`config.mk`:
```
export PLATFORM = sky130hd
export DESIGN_NAME = mem_access_sequencer
export DESIGN_NICKNAME = d
export VERILOG_FILES = /design/src/rtl/memseq_pkg.sv /design/src/rtl/mem_edit.sv /design/src/rtl/mem_access_sequencer.sv
export SDC_FILE = /design/constraint.sdc
export NUM_CORES = 1
export LEC_CHECK = 0
export BUFFER_PORTS_ARGS = -buffer_cell sky130_fd_sc_hd__buf_2
export CAP_MARGIN = 20
export CORE_ASPECT_RATIO = 1.4
export CORE_MARGIN = 4
export CORE_UTILIZATION = 25
export DETAILED_ROUTE_END_ITERATION = 10
export GPL_TIMING_DRIVEN = 0
export PLACE_DENSITY = 0.5
export SYNTH_ARGS = -nofsm -noshare
export SYNTH_HDL_FRONTEND = slang
export SYNTH_SLANG_ARGS = --single-unit
```
`constraint.sdc`:
```
create_clock -name clk -period 2.8 [get_ports clk]
set_input_delay 0.14 -clock clk [delete_from_list [all_inputs] [get_ports clk]]
set_output_delay 0.14 -clock clk [all_outputs]
set_load 0.01 [all_outputs]
```
`src/rtl/memseq_pkg.sv`:
```
// Shared definitions for the memory access sequencer: request op codes,
// special S-register addresses and the sequencer state encoding.
package memseq_pkg;

    typedef enum logic [1:0] {
        OP_READ  = 2'b00,
        OP_WRITE = 2'b01,
        OP_INCR  = 2'b10,
        OP_XCH   = 2'b11
    } op_e;

    typedef enum logic [2:0] {
        ST_IDLE    = 3'd0,
        ST_WAIT    = 3'd1,
        ST_CAPTURE = 3'd2,
        ST_WRITE   = 3'd3,
        ST_RESP    = 3'd4
    } state_e;

    localparam logic [11:0] ADDR_ZERO  = 12'h007;
    localparam logic [11:0] ADDR_LP    = 12'h008;
    localparam logic [11:0] ADDR_CYR   = 12'h010;
    localparam logic [11:0] ADDR_SR    = 12'h011;
    localparam logic [11:0] ADDR_CYL   = 12'h012;
    localparam logic [11:0] ADDR_EDOP  = 12'h013;
    localparam logic [11:0] FIXED_BASE = 12'h400;

    // Central registers live in the register file: Z..Q, G (0x000-0x006) and LP.
    function automatic logic is_central_reg(input logic [11:0] a);
        return (a < ADDR_ZERO) || (a == ADDR_LP);
    endfunction

endpackage

```
`src/rtl/mem_edit.sv`:
```
// Editing-register data transform applied to words stored at CYR/SR/CYL/EDOP.
// Any other address passes the data through with is_edit low.
module mem_edit (
    input  logic [11:0] addr,
    input  logic [15:0] data,
    output logic [15:0] edited_data,
    output logic        is_edit
);
    import memseq_pkg::*;

    // Select the edit by address; pass-through is the default.
    always_comb begin
        edited_data = data;
        is_edit     = 1'b1;
        case (addr)
            ADDR_CYR:  edited_data = {data[0], data[15:1]};
            ADDR_SR:   edited_data = {data[15], data[15:1]};
            ADDR_CYL:  edited_data = {data[14:0], data[15]};
            ADDR_EDOP: edited_data = {9'b0, data[13:7]};
            default:   is_edit = 1'b0;
        endcase
    end

endmodule

```
`src/rtl/mem_access_sequencer.sv`:
```
// Turns single-word CPU requests (READ/WRITE/INCR/XCH) into timed cycles on
// the banked memory, redirecting central-register writes to the register
// file, discarding writes to the hardwired zero and protecting fixed memory.
// Build option: FIXED_MEM_WRITE_EN makes fixed memory writable (no faults).
module mem_access_sequencer #(
    parameter int unsigned READ_LAT = 1
) (
    input  logic        clk,
    input  logic        reset,
    input  logic        req_valid,
    output logic        req_ready,
    input  logic [1:0]  req_op,
    input  logic [11:0] req_addr,
    input  logic [15:0] req_data,
    output logic        rsp_valid,
    output logic [15:0] rsp_data,
    output logic        rsp_fault,
    output logic [11:0] mem_addr,
    output logic [15:0] mem_wdata,
    output logic        mem_we,
    input  logic [15:0] mem_rdata,
    output logic        reg_wr_en,
    output logic [3:0]  reg_wr_sel,
    output logic [15:0] reg_wr_data
);
    import memseq_pkg::*;

    localparam logic [2:0] LAT = 3'(READ_LAT);

    state_e      state_q, state_d;
    op_e         op_q, op_d;
    logic [11:0] addr_q, addr_d;
    logic [15:0] wdata_q, wdata_d;    // request data, or g+1 for INCR
    logic [15:0] g_q, g_d;
    logic [15:0] stored_q, stored_d;  // word actually stored, reported for WRITE
    logic        fault_q, fault_d;
    logic [2:0]  cnt_q, cnt_d;

    logic [15:0] edited_data;
    logic        is_edit;
    logic [15:0] mem_word;
    logic [15:0] g_capture;
    logic        wr_reg, wr_mem, wr_fault;
    logic        in_write;

    mem_edit u_edit (
        .addr        (addr_q),
        .data        (wdata_q),
        .edited_data (edited_data),
        .is_edit     (is_edit)
    );

    // Classify the latched address for the write cycle.
    always_comb begin
        wr_reg = is_central_reg(addr_q);
`ifdef FIXED_MEM_WRITE_EN
        wr_fault = 1'b0;
`else
        wr_fault = (addr_q >= FIXED_BASE);
`endif
        wr_mem    = !wr_reg && (addr_q != ADDR_ZERO) && !wr_fault;
        mem_word  = is_edit ? edited_data : wdata_q;
        g_capture = (addr_q == ADDR_ZERO) ? 16'h0000 : mem_rdata;
    end

    // State and datapath registers; reset returns to IDLE and clears everything.
    always_ff @(posedge clk) begin
        if (reset) begin
            state_q  <= ST_IDLE;
            op_q     <= OP_READ;
            addr_q   <= '0;
            wdata_q  <= '0;
            g_q      <= '0;
            stored_q <= '0;
            fault_q  <= 1'b0;
            cnt_q    <= '0;
        end else begin
            state_q  <= state_d;
            op_q     <= op_d;
            addr_q   <= addr_d;
            wdata_q  <= wdata_d;
            g_q      <= g_d;
            stored_q <= stored_d;
            fault_q  <= fault_d;
            cnt_q    <= cnt_d;
        end
    end

    // Next-state and datapath updates for each phase of an operation.
    always_comb begin
        state_d  = state_q;
        op_d     = op_q;
        addr_d   = addr_q;
        wdata_d  = wdata_q;
        g_d      = g_q;
        stored_d = stored_q;
        fault_d  = fault_q;
        cnt_d    = cnt_q;
        case (state_q)
            ST_IDLE: begin
                if (req_valid) begin
                    op_d     = op_e'(req_op);
                    addr_d   = req_addr;
                    wdata_d  = req_data;
                    stored_d = '0;
                    fault_d  = 1'b0;
                    if (op_e'(req_op) == OP_WRITE) begin
                        state_d = ST_WRITE;
                    end else if (LAT == 3'd0) begin
                        state_d = ST_CAPTURE;
                    end else begin
                        state_d = ST_WAIT;
                        cnt_d   = LAT;
                    end
                end
            end
            ST_WAIT: begin
                cnt_d = cnt_q - 3'd1;
                if (cnt_q <= 3'd1) begin
                    cnt_d   = '0;
                    state_d = ST_CAPTURE;
                end
            end
            ST_CAPTURE: begin
                g_d = g_capture;
                case (op_q)
                    OP_INCR: begin
                        wdata_d = g_capture + 16'd1;
                        state_d = ST_WRITE;
                    end
                    OP_XCH:  state_d = ST_WRITE;
                    default: state_d = ST_RESP;
                endcase
            end
            ST_WRITE: begin
                fault_d  = wr_fault;
                stored_d = wr_reg ? wdata_q : (wr_mem ? mem_word : 16'h0000);
                state_d  = ST_RESP;
            end
            ST_RESP: state_d = ST_IDLE;
            default: state_d = ST_IDLE;
        endcase
    end

    // Outputs; strobes are masked during reset so an aborted op issues nothing.
    always_comb begin
        in_write    = !reset && (state_q == ST_WRITE);
        req_ready   = (state_q == ST_IDLE);
        mem_addr    = addr_q;
        mem_we      = in_write && wr_mem;
        mem_wdata   = mem_we ? mem_word : 16'h0000;
        reg_wr_en   = in_write && wr_reg;
        reg_wr_sel  = reg_wr_en ? addr_q[3:0] : 4'h0;
        reg_wr_data = reg_wr_en ? wdata_q : 16'h0000;
        rsp_valid   = !reset && (state_q == ST_RESP);
        rsp_data    = !rsp_valid ? 16'h0000 : ((op_q == OP_WRITE) ? stored_q : g_q);
        rsp_fault   = rsp_valid && fault_q;
    end

endmodule

```
==> impl_metrics.py <==
metrics = {
    "run_status": {
        "status": "complete, no violations",
    },
    "detailed_routing": {
        "wl_mm": 15.2,
        "ant_nets": 0,
        "drc_errors": 0,
        "vias_per_cell": 5.09,
        "drt_iter0_drc": 301,
        "wl_per_cell_um": 17.4,
        "num_vias": 4453,
        "drtPass1Iterations": 5,
    },
    "global_routing": {
        "grt_max_degree": 13,
        "grt_overflow": 0,
        "grt_antenna_before_repair": 0,
        "grt_pass1_wl_mm": 23.4,
        "grt_pass1_vias": 4433,
        "grt_usage_pct": 16.5,
    },
    "floorplanning": {
        "start_util_pct": 25.7,
        "core_um2": 15700,
        "die-area_um2": 18200,
        "die_height_um": 158,
        "rows": 54,
        "io_pins": 118,
        "die_x_um": 115,
    },
    "power": {
        "power.density_nw_per_um2": 770,
        "power_uw": 4030,
        "vdd_drop_max_v": 0.000569,
        "p_leak_uw": 0.00217,
    },
    "timing": {
        "worst_pin_slew_ns": 0.716,
        "layout_setup_ws_ns": 0.0743,
        "finalCritPeriodShare_pct": 97.3,
        "final-hold-violation-count": 0,
        "slew_violations": 0,
        "rsz0062_at_grt": "true",
        "setup_viol": 0,
        "min_period_ns": 2.73,
        "maxSlewHeadroom_pct": 51.9,
        "max_freq_mhz": 367,
        "skew_ns": 0.0103,
    },
    "setup_path": {
        "endpoint_kind": "primary output",
        "required_ns": 2.66,
        "worstSetupPathType": "flop to primary output",
        "cp.arrival_ns": 2.59,
        "worst_setup_path_start_kind": "flop",
        "crit_fanout": 8,
    },
    "cts": {
        "tritoncts": "done",
        "root_buffer": "clkbuf_16",
        "clk_pin_slew_ns": 0.06,
        "ctsHoldBuffers": 0,
        "numCtsBuffers": 9,
        "cts.htree.levels": 3,
        "cts_buffer_depth": 2,
        "cts.sinks": 69,
        "clk_latency_ns": 0.33,
    },
    "place": {
        "post-place-ws_ns": -0.0610,
        "portBuffers": 116,
        "place_area_um2": 4850,
        "gp_congestion": 0.875,
        "hpwl_mm": 12.3,
    },
    "yosys": {
        "synth_seq_cells": 69,
        "netlist_instances": 546,
        "synthesis.nets": 598,
        "synth-main-ff-cell": "dfxtp_1",
        "synth.avg_cell_area_um2": 7.38,
        "ys_types": 53,
        "synth_async_sr_flop_share_pct": 0,
        "synth_edf_count": 0,
        "synth-seq-area-share_pct": 34.3,
        "syn_area_um2": 4030,
        "ys_warn_count": 0,
    },
    "final_layout": {
        "area_delta_synth_final_pct": 30.1,
        "finalInstanceArea_um2": 5240,
        "final_common_cell": "buf_2",
        "nets": 726,
        "antenna_cells": 0,
        "drive_gt1_share_pct": 22.9,
        "final_cell_mix": "119 x buf_2, 87 x nand2_1, 68 x dfxtp_1",
    },
    "worst_hold_path": {
        "min_path_type": "input pin to flop",
    },
    "run": {
        "drv_cap": 0,
    },
}
-- sequential cells by signal (all words and copies together), names as in the netlist --
signal	count
fault_q	1
wdata_q	16
mem_addr	12
cnt_q	3
g_q	16
state_q	3
stored_q	16
op_q	2
-- worst max-delay path, cell delays in order (launching register included) --
cell and delay [ns]:
dfxtp_1 0.32, or4_4 0.58, or4_1 0.47, buf_2 0.18
or3_1 0.37, a21oi_2 0.18, buf_2 0.16
-- logic make-up (layout without fill, tap and decap cells) --
| logic type | Yosys count | in the layout | synth area share [%] |
|---|---|---|---|
| flops | 69 | 69 | 34.3 |
| fa+ha+maj | 3 | 3 | 0.932 |
| compound gates | 137 | 137 | 22.9 |
| mux | 16 | 16 | 3.98 |
| xor+xnor | 13 | 13 | 2.83 |
| buf+inv | 50 | 182 | 4.75 |
| simple gates | 258 | 258 | 30.3 |
-- stage by stage --
step | std cells | utilization, % | hold slack [ns] | setup TNS (ns)
finish | 874 | 33.4 | 0.0481 | 0
floorplan | 546 | - | 0.276 | 0
detailed placement | 858 | 31.0 | 0.387 | -0.147
global route | 874 | 33.4 | 0.0525 | -0.290
global placement | 858 | 31.0 | 0.381 | -0.0165
CTS | 873 | 33.3 | 0.0441 | -0.0442
-- final cells by class --
cell class,instances,area [um2]
Buffer,39,154
Clock buffer,10,239
Clock inverter,5,85.1
Fill cell,1711,10400
Inverter,11,41.3
Multi-Input combinational cell,427,2500
Sequential cell,69,1380
Tap cell,196,245
Timing Repair Buffer,117,588
-- final timing paths --
kind,endpoint,from,cells after the start,slack [ns]
max,mem_wdata[15],mem_addr[9],6,0.07
min,mem_addr[11],req_addr[11],3,0.05
max reg2reg,wdata_q[2],mem_addr[9],9,0.12
min reg2reg,g_q[1],g_q[1],2,0.46
-- report_power, final --
group          leakage (uW)  switching (uW)  internal, uW
clock network      0.000155             426           801
logic               0.00145             884           511
registers          0.000563             251          1160
total               0.00217            1560          2470
-- Yosys cell counts, drive strengths merged, types with 2 or more instances --
library cell,count,area (um2)
nand2,87,327
a211oi,9,67.6
nand3,10,50.1
ha,3,37.5
or2,3,18.8
or3,2,12.5
clkbuf,33,125
a22oi,16,120
nor2b,10,62.6
nand2b,10,62.6
a221oi,12,105
a221o,13,130
inv,11,41.3
and2,24,150
a22o,2,17.5
and3,3,18.8
a21oi,46,234
nand4,3,18.8
xnor2,4,35.0
dfxtp,69,1380
or4,2,18.8
nor3,23,115
nor2,66,248
buf,6,25.0
o21ai,18,90.1
nand3b,2,15.0
a21o,4,30.0
xor2,9,78.8
mux2i,16,160
o21a,4,30.0
a31oi,4,25.0
nor4,8,56.3
-- timing repair --
item | CTS | global route
endpoints found under the hold margin | 0 | 0
pin swaps | 0 | 2
setup buffers | 0 | 1
gates resized for setup | 8 | 8
setup endpoints to repair | 36 | 22
-- metal layers --
metal	GRT usage, %	up-vias	wire length (um)
met4	5.82	0	325
li1	-	2192	-
met3	3.40	20	840
met5	0	-	0
met2	30.3	153	8020
met1	18.8	2088	6010
Power figures use the tool's default switching activity.
